## src/rtl/song_sequencer_pkg.sv

```systemverilog
// Shared state encodings for the song sequencer.
// States are plain logic constants so older tools and waveform scripts can decode them.
package song_sequencer_pkg;

  typedef logic [2:0] state_t;

  localparam state_t StIdle  = 3'd0;
  localparam state_t StFetch = 3'd1;
  localparam state_t StEmit  = 3'd2;
  localparam state_t StRest  = 3'd3;
  localparam state_t StPause = 3'd4;
  localparam state_t StDone  = 3'd5;

endpackage

```

## src/rtl/song_sequencer_if.sv

```systemverilog
// Control, song-memory and note-player signals of the song sequencer.
// The master modport is the sequencer; the slave modport is its environment.
interface song_sequencer_if #(
  parameter int unsigned SongW = 2,
  parameter int unsigned AddrW = 7,
  parameter int unsigned NoteW = 6,
  parameter int unsigned DurW  = 9
);
  logic                   play;
  logic                   restart;
  logic                   loop_en;
  logic [SongW-1:0]       song;
  logic                   beat;
  logic [SongW+AddrW-1:0] mem_addr;
  logic [NoteW+DurW:0]    mem_data;
  logic                   note_valid;
  logic                   note_ready;
  logic [NoteW-1:0]       note_out;
  logic [DurW-1:0]        duration_out;
  logic                   song_done;
  logic                   busy;
  logic [AddrW-1:0]       position;

  modport master (
    input  play, restart, loop_en, song, beat, mem_data, note_ready,
    output mem_addr, note_valid, note_out, duration_out, song_done, busy, position
  );

  modport slave (
    output play, restart, loop_en, song, beat, mem_data, note_ready,
    input  mem_addr, note_valid, note_out, duration_out, song_done, busy, position
  );
endinterface

```

## src/rtl/song_rest_timer.sv

```systemverilog
// Beat-driven down-counter that times rest entries.
// Load wins over decrement; the count saturates at zero.
module song_rest_timer #(
  parameter int unsigned DurW = 9
) (
  input  logic            clk_i,
  input  logic            rst_i,
  input  logic            load_i,
  input  logic [DurW-1:0] load_val_i,
  input  logic            dec_i,
  output logic            zero_o
);

  logic [DurW-1:0] cnt_q;

  always_ff @(posedge clk_i or posedge rst_i) begin
    if (rst_i) begin
      cnt_q <= '0;
    end else if (load_i) begin
      cnt_q <= load_val_i;
    end else if (dec_i && (cnt_q != '0)) begin
      cnt_q <= cnt_q - DurW'(1);
    end
  end

  assign zero_o = (cnt_q == '0);

endmodule

```

## src/rtl/song_sequencer.sv

```systemverilog
// Walks one song's entries in song memory and hands notes to the note player.
// Rests are timed on beat pulses; supports end marker, loop, restart and song change.
module song_sequencer
  import song_sequencer_pkg::*;
#(
  parameter int unsigned SongW  = 2,
  parameter int unsigned AddrW  = 7,
  parameter int unsigned NoteW  = 6,
  parameter int unsigned DurW   = 9,
  parameter int unsigned MemLat = 1
) (
  input logic              clk,
  input logic              reset,
  song_sequencer_if.master bus
);

  localparam int unsigned EntryW  = 1 + NoteW + DurW;
  localparam int unsigned LatW    = 2;
  localparam logic [AddrW-1:0] LastPtr = {AddrW{1'b1}};

  state_t                 state_q, state_d;
  logic [SongW-1:0]       song_q, song_d;
  logic [AddrW-1:0]       ptr_q, ptr_d;
  logic [LatW-1:0]        lat_q, lat_d;
  logic [EntryW-1:0]      entry_q, entry_d;
  logic [SongW+AddrW-1:0] mem_addr_q;
  logic                   done_q, done_d;

  logic busy, rewind, abort, handshake;
  logic step, end_hit, rest_load, rest_dec, rest_zero;

  assign busy      = (state_q != StIdle) && (state_q != StDone);
  assign rewind    = bus.restart || (bus.song != song_q);
  assign abort     = busy && rewind;
  // Abort gates valid in the same cycle, so restart beats a simultaneous handshake.
  assign handshake = bus.note_valid && bus.note_ready;
  assign rest_dec  = (state_q == StRest) && bus.beat && bus.play;

  always_comb begin
    state_d   = state_q;
    song_d    = song_q;
    ptr_d     = ptr_q;
    lat_d     = lat_q;
    entry_d   = entry_q;
    done_d    = 1'b0;
    rest_load = 1'b0;
    step      = 1'b0;
    end_hit   = 1'b0;
    if (abort) begin
      song_d  = bus.song;
      ptr_d   = '0;
      lat_d   = '0;
      state_d = bus.play ? StFetch : StIdle;
    end else begin
      case (state_q)
        StIdle: begin
          if (bus.play) begin
            song_d  = bus.song;
            ptr_d   = '0;
            lat_d   = '0;
            state_d = StFetch;
          end
        end
        StFetch: begin
          // Latency counter restarts with every new address, so stale reads are never decoded.
          if (lat_q == LatW'(MemLat)) begin
            entry_d = bus.mem_data;
            if (bus.mem_data == '0) begin
              end_hit = 1'b1;
            end else if (bus.mem_data[EntryW-1]) begin
              rest_load = 1'b1;
              state_d   = StRest;
            end else begin
              state_d = StEmit;
            end
          end else begin
            lat_d = lat_q + LatW'(1);
          end
        end
        StEmit:  step = handshake;
        StRest:  step = rest_zero;
        StPause: begin
          if (bus.play) begin
            lat_d   = '0;
            state_d = StFetch;
          end
        end
        StDone: begin
          if (rewind) begin
            song_d  = bus.song;
            ptr_d   = '0;
            lat_d   = '0;
            state_d = bus.play ? StFetch : StIdle;
          end else if (!bus.play) begin
            state_d = StIdle;
          end
        end
        default: state_d = StIdle;
      endcase

      if (step) begin
        if (ptr_q == LastPtr) begin
          end_hit = 1'b1;
        end else begin
          ptr_d   = ptr_q + AddrW'(1);
          lat_d   = '0;
          state_d = bus.play ? StFetch : StPause;
        end
      end

      if (end_hit) begin
        done_d = 1'b1;
        lat_d  = '0;
        if (bus.loop_en) begin
          ptr_d   = '0;
          state_d = StFetch;
        end else begin
          state_d = StDone;
        end
      end
    end
  end

  always_ff @(posedge clk or posedge reset) begin
    if (reset) begin
      state_q    <= StIdle;
      song_q     <= '0;
      ptr_q      <= '0;
      lat_q      <= '0;
      entry_q    <= '0;
      mem_addr_q <= '0;
      done_q     <= 1'b0;
    end else begin
      state_q    <= state_d;
      song_q     <= song_d;
      ptr_q      <= ptr_d;
      lat_q      <= lat_d;
      entry_q    <= entry_d;
      mem_addr_q <= {song_d, ptr_d};
      done_q     <= done_d;
    end
  end

  song_rest_timer #(
    .DurW(DurW)
  ) u_rest_timer (
    .clk_i     (clk),
    .rst_i     (reset),
    .load_i    (rest_load),
    .load_val_i(bus.mem_data[DurW-1:0]),
    .dec_i     (rest_dec),
    .zero_o    (rest_zero)
  );

  assign bus.mem_addr     = mem_addr_q;
  assign bus.note_valid   = (state_q == StEmit) && !abort;
  assign bus.note_out     = entry_q[NoteW+DurW-1:DurW];
  assign bus.duration_out = entry_q[DurW-1:0];
  assign bus.song_done    = done_q;
  assign bus.busy         = busy;
  assign bus.position     = ptr_q;

endmodule

```

## src/flat_wrapper.sv

```systemverilog
// flat-port wrapper written by rule: the top's interface ports become plain ports
module song_sequencer_flat import song_sequencer_pkg::*;
#(
  parameter int unsigned SongW  = 2,
  parameter int unsigned AddrW  = 7,
  parameter int unsigned NoteW  = 6,
  parameter int unsigned DurW   = 9,
  parameter int unsigned MemLat = 1
)
  (clk, reset, bus_play, bus_restart, bus_loop_en, bus_song, bus_beat, bus_mem_data, bus_note_ready, bus_mem_addr, bus_note_valid, bus_note_out, bus_duration_out, bus_song_done, bus_busy, bus_position);
  song_sequencer_if #(.SongW(SongW), .AddrW(AddrW), .NoteW(NoteW), .DurW(DurW)) bus_i ();
  input logic clk;
  input logic reset;
  input wire logic [$bits(bus_i.play)-1:0] bus_play;
  input wire logic [$bits(bus_i.restart)-1:0] bus_restart;
  input wire logic [$bits(bus_i.loop_en)-1:0] bus_loop_en;
  input wire logic [$bits(bus_i.song)-1:0] bus_song;
  input wire logic [$bits(bus_i.beat)-1:0] bus_beat;
  input wire logic [$bits(bus_i.mem_data)-1:0] bus_mem_data;
  input wire logic [$bits(bus_i.note_ready)-1:0] bus_note_ready;
  output wire logic [$bits(bus_i.mem_addr)-1:0] bus_mem_addr;
  output wire logic [$bits(bus_i.note_valid)-1:0] bus_note_valid;
  output wire logic [$bits(bus_i.note_out)-1:0] bus_note_out;
  output wire logic [$bits(bus_i.duration_out)-1:0] bus_duration_out;
  output wire logic [$bits(bus_i.song_done)-1:0] bus_song_done;
  output wire logic [$bits(bus_i.busy)-1:0] bus_busy;
  output wire logic [$bits(bus_i.position)-1:0] bus_position;
  assign bus_i.play = bus_play;
  assign bus_i.restart = bus_restart;
  assign bus_i.loop_en = bus_loop_en;
  assign bus_i.song = bus_song;
  assign bus_i.beat = bus_beat;
  assign bus_i.mem_data = bus_mem_data;
  assign bus_i.note_ready = bus_note_ready;
  assign bus_mem_addr = bus_i.mem_addr;
  assign bus_note_valid = bus_i.note_valid;
  assign bus_note_out = bus_i.note_out;
  assign bus_duration_out = bus_i.duration_out;
  assign bus_song_done = bus_i.song_done;
  assign bus_busy = bus_i.busy;
  assign bus_position = bus_i.position;
  song_sequencer #(.SongW(SongW), .AddrW(AddrW), .NoteW(NoteW), .DurW(DurW), .MemLat(MemLat)) u_core (.clk(clk), .reset(reset), .bus(bus_i));
endmodule
```

## config.mk

```make
export PLATFORM = sky130hd
export DESIGN_NAME = song_sequencer_flat
export DESIGN_NICKNAME = d
export VERILOG_FILES = /design/src/rtl/song_sequencer_pkg.sv /design/src/rtl/song_sequencer_if.sv /design/src/rtl/song_rest_timer.sv /design/src/rtl/song_sequencer.sv /design/src/flat_wrapper.sv
export SDC_FILE = /design/constraint.sdc
export NUM_CORES = 1
export LEC_CHECK = 0
export ABC_AREA = 0
export CORE_ASPECT_RATIO = 1.5
export CORE_MARGIN = 5
export CORE_UTILIZATION = 45
export CTS_BUF_LIST = sky130_fd_sc_hd__clkbuf_8
export DETAILED_ROUTE_END_ITERATION = 10
export GPL_TIMING_DRIVEN = 0
export PLACE_DENSITY = 0.75
export SKIP_CTS_REPAIR_TIMING = 1
export SLEW_MARGIN = 30
export SYNTH_ARGS = -nofsm -noshare
export SYNTH_HDL_FRONTEND = slang
export SYNTH_SLANG_ARGS = --single-unit
```

## constraint.sdc

```tcl
create_clock -name clk -period 3.8 [get_ports clk]
set_clock_uncertainty 0.05 [all_clocks]
set_input_delay 0.76 -clock clk [delete_from_list [all_inputs] [get_ports clk]]
set_output_delay 0.76 -clock clk [all_outputs]
set_load 0.1 [all_outputs]
```

Word-level counts from Yosys, hierarchy flattened
Cells that the tools add are included.
{"block": "classes", "addsub": 3, "n_eq_ne": 9, "mux": 51, "bitwise_logic": 1, "n_reduce_logical": 18}
{"cell": "$mux W7", "count": 7}
{"cell": "$mux W3", "count": 11}
{"cell": "$mux W2", "count": 10}
{"cell": "$mux W9", "count": 2}
{"cell": "$logic_not A16 Y1", "count": 1}
{"cell": "$mux W1", "count": 16}
{"cell": "$pmux W7 S2", "count": 1}
{"cell": "$pmux W3 S4", "count": 1}
{"cell": "$logic_not A9 Y1", "count": 1}
{"cell": "$reduce_bool A9 Y1", "count": 1}
{"cell": "$sub A9 B1 Y9 const B", "count": 1}
{"cell": "$add A7 B1 Y7 const B", "count": 1}
{"cell": "$eq A7 B7 Y1 const B", "count": 1}
{"cell": "$logic_and A1 B1 Y1", "count": 7}
{"cell": "$eq A3 B2 Y1 const B", "count": 2}
{"cell": "$eq A3 B3 Y1 const B", "count": 2}
{"cell": "$pmux W2 S3", "count": 1}
{"cell": "$pmux W2 S2", "count": 1}
{"cell": "$reduce_or A2 Y1", "count": 2}
{"cell": "$eq A3 B1 Y1 const B", "count": 1}
{"cell": "$logic_not A3 Y1", "count": 1}
{"cell": "$ne A3 B3 Y1 const B", "count": 1}
{"cell": "$reduce_and A3 Y1", "count": 1}
{"cell": "$reduce_bool A3 Y1", "count": 1}
{"cell": "8 further kinds", "count": 8}
{"block": "word_totals", "reg_bits": 48, "inputBits": 25, "output_inout_bits": 34, "word_cells": 90}

Longest topological paths before layout
Gate-level depths: netlist of the first run.
{"block": "depth", "ltp_word": 12, "depth_mapped": 8, "depth_no_buf": 7}

By module
From an unflattened synthesis of the first run, not the netlist that was laid out.
{"block": "unflattened", "cells_unflattened": 228, "area_unflattened_um2": 2309.7}
{"module": "song_sequencer", "instances": 1, "cells_per_inst": 159, "area_each_um2": 1712.9, "seq_area_each_um2": 750.7}
{"module": "song_rest_timer", "instances": 1, "cells_per_inst": 69, "area_each_um2": 596.8, "seq_area_each_um2": 225.2}

Worst setup path after synthesis of the first run
OpenSTA, ideal clock, no wires.
{"block": "synth_timing", "path_type": "reg-to-output", "from": "reg u_core.bus.mem_addr[8] (netlist name)", "to": "out bus_note_valid", "arrival_time_ps": 3447, "t_required_ps": 2990, "setup_slack_ps": -457, "path_stages_with_launch": 4, "path_buffers": 0, "path_cell_list": "dfrtp_1 -> xnor2_1 -> nand3_1 -> nor3_1"}
{"item": "end: declaration", "line": "flat_wrapper.sv:22", "rtl": "output wire logic [$bits(bus_i.note_valid)-1:0] bus_note_valid;"}

Final worst setup path of the first run
{"block": "layout_timing", "from": "in bus_song[0]", "to": "out bus_note_valid"}
{"block": "layout_via", "elab_chain_cells": 5}
{"item": "start: declaration", "line": "flat_wrapper.sv:17", "rtl": "input wire logic [$bits(bus_i.song)-1:0] bus_song;"}
{"item": "$ne A2 B2 Y1", "line": "song_sequencer.sv:33", "rtl": "assign rewind = bus.restart || (bus.song != song_q);"}
{"item": "$logic_or A1 B1 Y1", "line": "song_sequencer.sv:33"}
{"item": "$logic_and A1 B1 Y1", "line": "song_sequencer.sv:34", "rtl": "assign abort = busy && rewind;"}
{"item": "$logic_not A1 Y1", "line": "song_sequencer.sv:156", "rtl": "assign bus.note_valid = (state_q == StEmit) && !abort;"}
{"item": "$logic_and A1 B1 Y1", "line": "song_sequencer.sv:156"}
No other way between the ends.

==> impl_metrics.tcl, run 1 <==
set metrics [dict create \
    ys_ff_latch 39 \
    synth.distinct_cells 54 \
    endpoint_kind "output port" \
    finalCriticalPeriod_ns 3.47 \
    yosys.area.top_type "dfrtp_1" \
    place_inst 346 \
    cts_buffer_depth 2 \
    diodes 0 \
    wl_met2_um 3130 \
    synth_edf_count 0 \
    dieWidth_um 67.5 \
    synthTopCellsByCount "dfrtp_1, nor2_1, mux2_2" \
    synth_area_leaders "dfrtp_1, mux2_2, nor2_1" \
    die_h_um 96.2 \
    synth_area_sq_um 2230 \
    numPortBuffers 58 \
    clock-sinks 39 \
    setup_tns_ns 0 \
    cts_root_buffer "clkbuf_8" \
    required_ns 2.99 \
    worst_ir_drop_vdd_mv 0.646 \
    p_leak_uw 0.00127 \
    hold_viol 0 \
    hpwl_um 4480 \
    cpMaxStageDelayCell "dlymetal6s2s_1" \
    max_freq_ghz 0.288 \
    seq_area_frac_synth_pct 43.8 \
    dp_slack_ns -0.0891 \
    ys.flop_type "dfrtp_1" \
    yosys_warnings 0 \
    grtUsageTotal_pct 19.2 \
    rows 31 \
    setup_ws_ns 0.327 \
    top_layer "met4" \
    routedWlPerCell_um 15.8 \
    synth_most_common_cell "dfrtp_1" \
    grt-ovfl-total 0 \
    outcome "complete, no violations" \
    cts_buffers 5 \
    core_area_sq_um 4810 \
    grt_pass1_wl_um 9540 \
    avgSynthCellArea_sq_um 10.1 \
    layout-drive-gt1-share_pct 17.8 \
    grt_max_degree 26 \
    clkTransAtPathRegs_ns 0.08 \
    fill_cells 434 \
    slew_violations 0 \
    worstMarginPinSlew_ns 0.996 \
    grt_pass1_vias 2070 \
    synth_top_area_share_pct 43.8 \
    first_iter_violations 93 \
    cts_tree "yes" \
    worst_setup_path_start_kind "primary input" \
    crit_fanout 4 \
    wl_met1_um 2010 \
    worstHoldPathType "reg -> reg" \
    syn_to_final_growth_pct 34.9 \
    slew-limit-headroom_pct 33.5 \
    cp_cell_sequence "clkdlybuf4s50_1 -> xnor2_1 -> nand3_1 -> nor3_2 -> dlymetal6s2s_1" \
    antenna_found_initial 0 \
    h-tree-depth 2 \
    dieArea_sq_um 6490 \
    drc 0 \
    viasPerCell 5.51 \
    vias 1944 \
    fin_util_pct 62.5 \
    start_util_pct 46.4 \
    final_cells 353 \
    wirelength_um 5560 \
    ys_async_sr_fraction_pct 100 \
    syn-num-nets 249 \
    rsz0062_at_grt "no" \
    powerDensity_nw_per_um2 759 \
    critPathKind "in -> out" \
    io_pins 59 \
    wl_met3_um 354 \
    antenna_left 0 \
    arrival_ns 2.66 \
    setup_viol 0 \
    layout.nets 315 \
    max_stage_delay_ns 0.78 \
    netlist_instances 221 \
    dr.pass1.iters 4 \
    drv_cap 0 \
    routabilityCongestion 0.795 \
    clk_latency_ns 0.29 \
    min_period_over_period_pct 91.4 \
]
## kinds of logic after synthesis
family	synth area share, %
adder cells (fa/ha/maj)	1.68
buffers and inverters	5.78
XOR/XNOR	1.57
multiplexers	8.08
flip-flops	43.8
AND/OR/NAND/NOR	20.8
AO/OA/AOI/OAI	18.4
## registers in the layout (all words and copies together), names as in the netlist
register and count:
u_core.bus.mem_addr 2, u_core.bus.position 6, u_core.bus.song_done 1, u_core.entry_q 15
u_core.lat_q 2, u_core.song_q 1, u_core.state_q 3, u_core.u_rest_timer.cnt_q 9
## critical path, delay by kind of cell
kind | cells | cell delay (ns)
buffers and inverters | 2 | 1.23
and+or+nand+nor | 2 | 0.40
xor gates and xnor gates | 1 | 0.27
## metrics by stage
step | power, uW | instance area [sq um] | hold WS, ns
after global routing | 2400 | 3010 | 0.483
final | 2280 | 3010 | 0.440
after global placement | 1980 | 2900 | 0.412
after detailed placement | 2010 | 2920 | 0.424
after CTS | 2300 | 3010 | 0.447
after floorplan | 1670 | 2230 | 0.468
## layer usage
layer  global-route usage [%]  up-vias
met5                        0        -
met4                     5.75        0
met3                     5.14        7
met2                     36.6       61
met1                     19.7      933
li1                         -      943
## cell usage in the layout, fill, tap and decap left out, drive strengths merged, types with 4 or more instances in the layout
master | Yosys | final
a21oi | 12 | 12
and3 | 7 | 7
buf | 13 | 14
clkbuf | 2 | 8
clkdlybuf4s50 | 0 | 57
dfrtp | 39 | 39
inv | 8 | 8
mux2 | 16 | 16
nand2 | 15 | 15
nand2b | 4 | 4
nand3 | 5 | 5
nor2 | 22 | 22
nor2b | 4 | 4
nor3 | 5 | 5
nor4 | 5 | 5
o211ai | 6 | 6
o21ai | 9 | 9
or3 | 4 | 4
xnor2 | 4 | 4
## path summary, 6_finish.rpt
check | startpoint | endpoint | slack (ns) | depth (start not counted)
worst max-delay path | bus_song[0] | bus_note_valid | 0.33 | 5
worst min-delay path | u_core.entry_q[0] | u_core.entry_q[0] | 0.44 | 2
worst max register to register | u_core.u_rest_timer.cnt_q[0] | u_core.u_rest_timer.cnt_q[5] | 1.64 | 7
worst min register to register | u_core.entry_q[0] | u_core.entry_q[0] | 0.44 | 2
max in group asynchronous | reset | u_core.u_rest_timer.cnt_q[4] | 2.55 | 3
min in group asynchronous | reset | u_core.bus.song_done | 0.70 | 2
## report_power, final
group          leakage (uW)  switching (uW)  internal, uW
Sequential         0.000510             102           542
Clock             0.0000470             141           143
Combinational      0.000717             959           397
Total               0.00127            1200          1080
## area by class of cell
type / instances / area, sq um / share of cell area (%)
plain buffers: 15 / 98.8 / 3.29
multi-input cells: 159 / 1130 / 37.6
flip-flops and latches: 39 / 976 / 32.4
clock inverters: 1 / 5.00 / 0.166
repair buffers: 59 / 603 / 20.0
clock buffers: 6 / 82.6 / 2.75
inverters: 8 / 30.0 / 0.998
well taps: 66 / 82.6 / 2.75
(Power assumes the default switching activity.)
==> run 2, diff against run 1 <==
Settings changed: GPL_ROUTABILITY_DRIVEN set to 0.
==> results of run 2 <==
No change in the layout: final DEF, timing and power equal those of run 1.
==> run 3, diff against run 2 <==
Settings changed: CORE_MARGIN 5 to 2, REMOVE_ABC_BUFFERS set to 1, TNS_END_PERCENT set to 30.
==> run 3 against run 2 <==
Compared with the run above: sequential power is 3% higher; maximum frequency fell by 0.24%; worst setup slack lost 0.0083 ns; flip-flop and latch count unchanged; die area decreased by 15%; non-clock buffer count shrank 15; routed wire length decreased by 10%; count of clock-buffer cells in the layout down 1; global-route usage grew 0.33 points; highest routed layer unchanged; largest power group unchanged; hold slack improved by 0.0018 ns.
==> impl_metrics.tcl, run 3 (synthesis results as in run 1) <==
set metrics [dict create \
    dieWidth_um 61.5 \
    placed_cell_area_sq_um 2810 \
    rsz0062_at_grt "no" \
    cts_buffers 5 \
    h-tree-depth 2 \
    clkPwrFrac_pct 12.1 \
    setup_viol 0 \
    dp_slack_ns -0.0790 \
    antenna_found_initial 0 \
    layout_commonest_cell "clkdlybuf4s50_1" \
    grt_pass1_vias 1843 \
    outcome "complete, no violations" \
    worstMarginPinSlew_ns 0.978 \
    p_total_uw 2230 \
    viasPerCell 5.70 \
    die_h_um 90.2 \
    setup_ws_ns 0.319 \
    numPortBuffers 58 \
    top_register "u_core.entry_q" \
    grtUsageTotal_pct 19.5 \
    p_comb_share_pct 58.2 \
    cts_tree "yes" \
    max_freq_ghz 0.287 \
    drc 0 \
    first_iter_violations 79 \
    worstHoldPathType "reg -> reg" \
    drv_cap 0 \
    diodes 0 \
    critPathKind "in -> out" \
    grt_pass1_wl_um 8310 \
    sw_frac_of_total_pct 52.9 \
    endpoint_kind "output port" \
    slew_violations 0 \
    setup_tns_ns 0 \
    layout_common_cells "clkdlybuf4s50_1, dfrtp_1, nor2_1" \
    powerDensity_nw_per_um2 769 \
    grt-ovfl-total 0 \
    grt_max_degree 30 \
    layout.nets 300 \
    antenna_left 0 \
    arrival_ns 2.67 \
    syn_to_final_growth_pct 30.0 \
    largest_reg_flops 15 \
    finalCriticalPeriod_ns 3.48 \
    fill_cells 466 \
    start_util_pct 46.4 \
    crit_fanout 4 \
    clkTransAtPathRegs_ns 0.07 \
    min_period_over_period_pct 91.6 \
    cts_root_buffer "clkbuf_8" \
    worst_setup_path_start_kind "primary input" \
    p_seq_share_pct 29.7 \
    io_pins 59 \
    routedWlPerCell_um 14.8 \
    core_area_sq_um 4810 \
    clk_latency_ns 0.30 \
    dieArea_sq_um 5550 \
    postLayoutCellArea_sq_um 2900 \
    required_ns 2.99 \
    power_switching_uw 1180 \
    slew-limit-headroom_pct 34.6 \
    cts_buffer_depth 2 \
    hold_viol 0 \
    dr.pass1.iters 4 \
    layout-drive-gt1-share_pct 13.2 \
    p_int_uw 1050 \
    place_inst 331 \
    hpwl_um 3770 \
    worst_ir_drop_vdd_mv 0.540 \
    clock-sinks 39 \
    vias 1931 \
    rows 31 \
    wirelength_um 5000 \
    p_leak_uw 0.00121 \
    final_cells 339 \
]
run 3: cell count changes in the layout (fill, tap and decap cells not counted):
cell | before | now
buf_6 | 1 | 0
buf_2 | 4 | 0
buf_4 | 8 | 0
clkbuf_1 | 2 | 0
inv_1 | 7 | 9
nor3_1 | 3 | 4
nor3_2 | 2 | 1
clkbuf_8 | 6 | 5
run 3: layer usage:
metal | vias up | track usage (%) | wire length, um
met2 | 70 | 32.4 | 2560
met4 | 0 | 7.98 | 116
met3 | 10 | 4.75 | 340
li1 | 918 | - | -
met5 | - | 0 | 0
met1 | 933 | 23.3 | 1980
run 3: final cells by class:
class	instances	area, sq um	share of cell area (%)
clock inverter	3	12.5	0.432
timing repair buffer	59	603	20.8
tap	66	82.6	2.85
clock buffer	5	68.8	2.37
multi-input combinational	159	1120	38.8
inverter	8	30.0	1.04
sequential	39	976	33.7
run 3: critical path: stages:
cell	delay, ns
clkdlybuf4s50_1	0.44
xnor2_1	0.30
nand3_1	0.21
nor3_1	0.19
dlymetal6s2s_1	0.77
run 3: path summary, 6_finish.rpt:
| check | startpoint | end | slack [ns] | cells after the start |
|---|---|---|---|---|
| worst max register to register | u_core.u_rest_timer.cnt_q[0] | u_core.bus.position[2] | 1.61 | 7 |
| max in group asynchronous | reset | u_core.u_rest_timer.cnt_q[0] | 2.62 | 3 |
| worst min-delay path | u_core.entry_q[0] | u_core.entry_q[0] | 0.44 | 2 |
| worst min register to register | u_core.entry_q[0] | u_core.entry_q[0] | 0.44 | 2 |
| min in group asynchronous | reset | u_core.lat_q[0] | 0.65 | 2 |
| worst max-delay path | bus_song[0] | bus_note_valid | 0.32 | 5 |
run 3: stage by stage:
| step | hold slack (ns) | util [%] |
|---|---|---|
| finish | 0.442 | 60.2 |
| global route | 0.481 | 60.2 |
| CTS | 0.451 | 60.2 |
| detailed placement | 0.435 | 58.5 |
| global placement | 0.426 | 58.1 |
| floorplan | 0.468 | - |
run 3: power by group through the flow:
stage,Combinational (uW),Clock [uW],Sequential (uW)
after CTS,1310,278,662
after global placement,1290,0,664
after detailed placement,1300,0,671
final,1300,269,662
after floorplan,452,0,1200
after global routing,1370,296,686
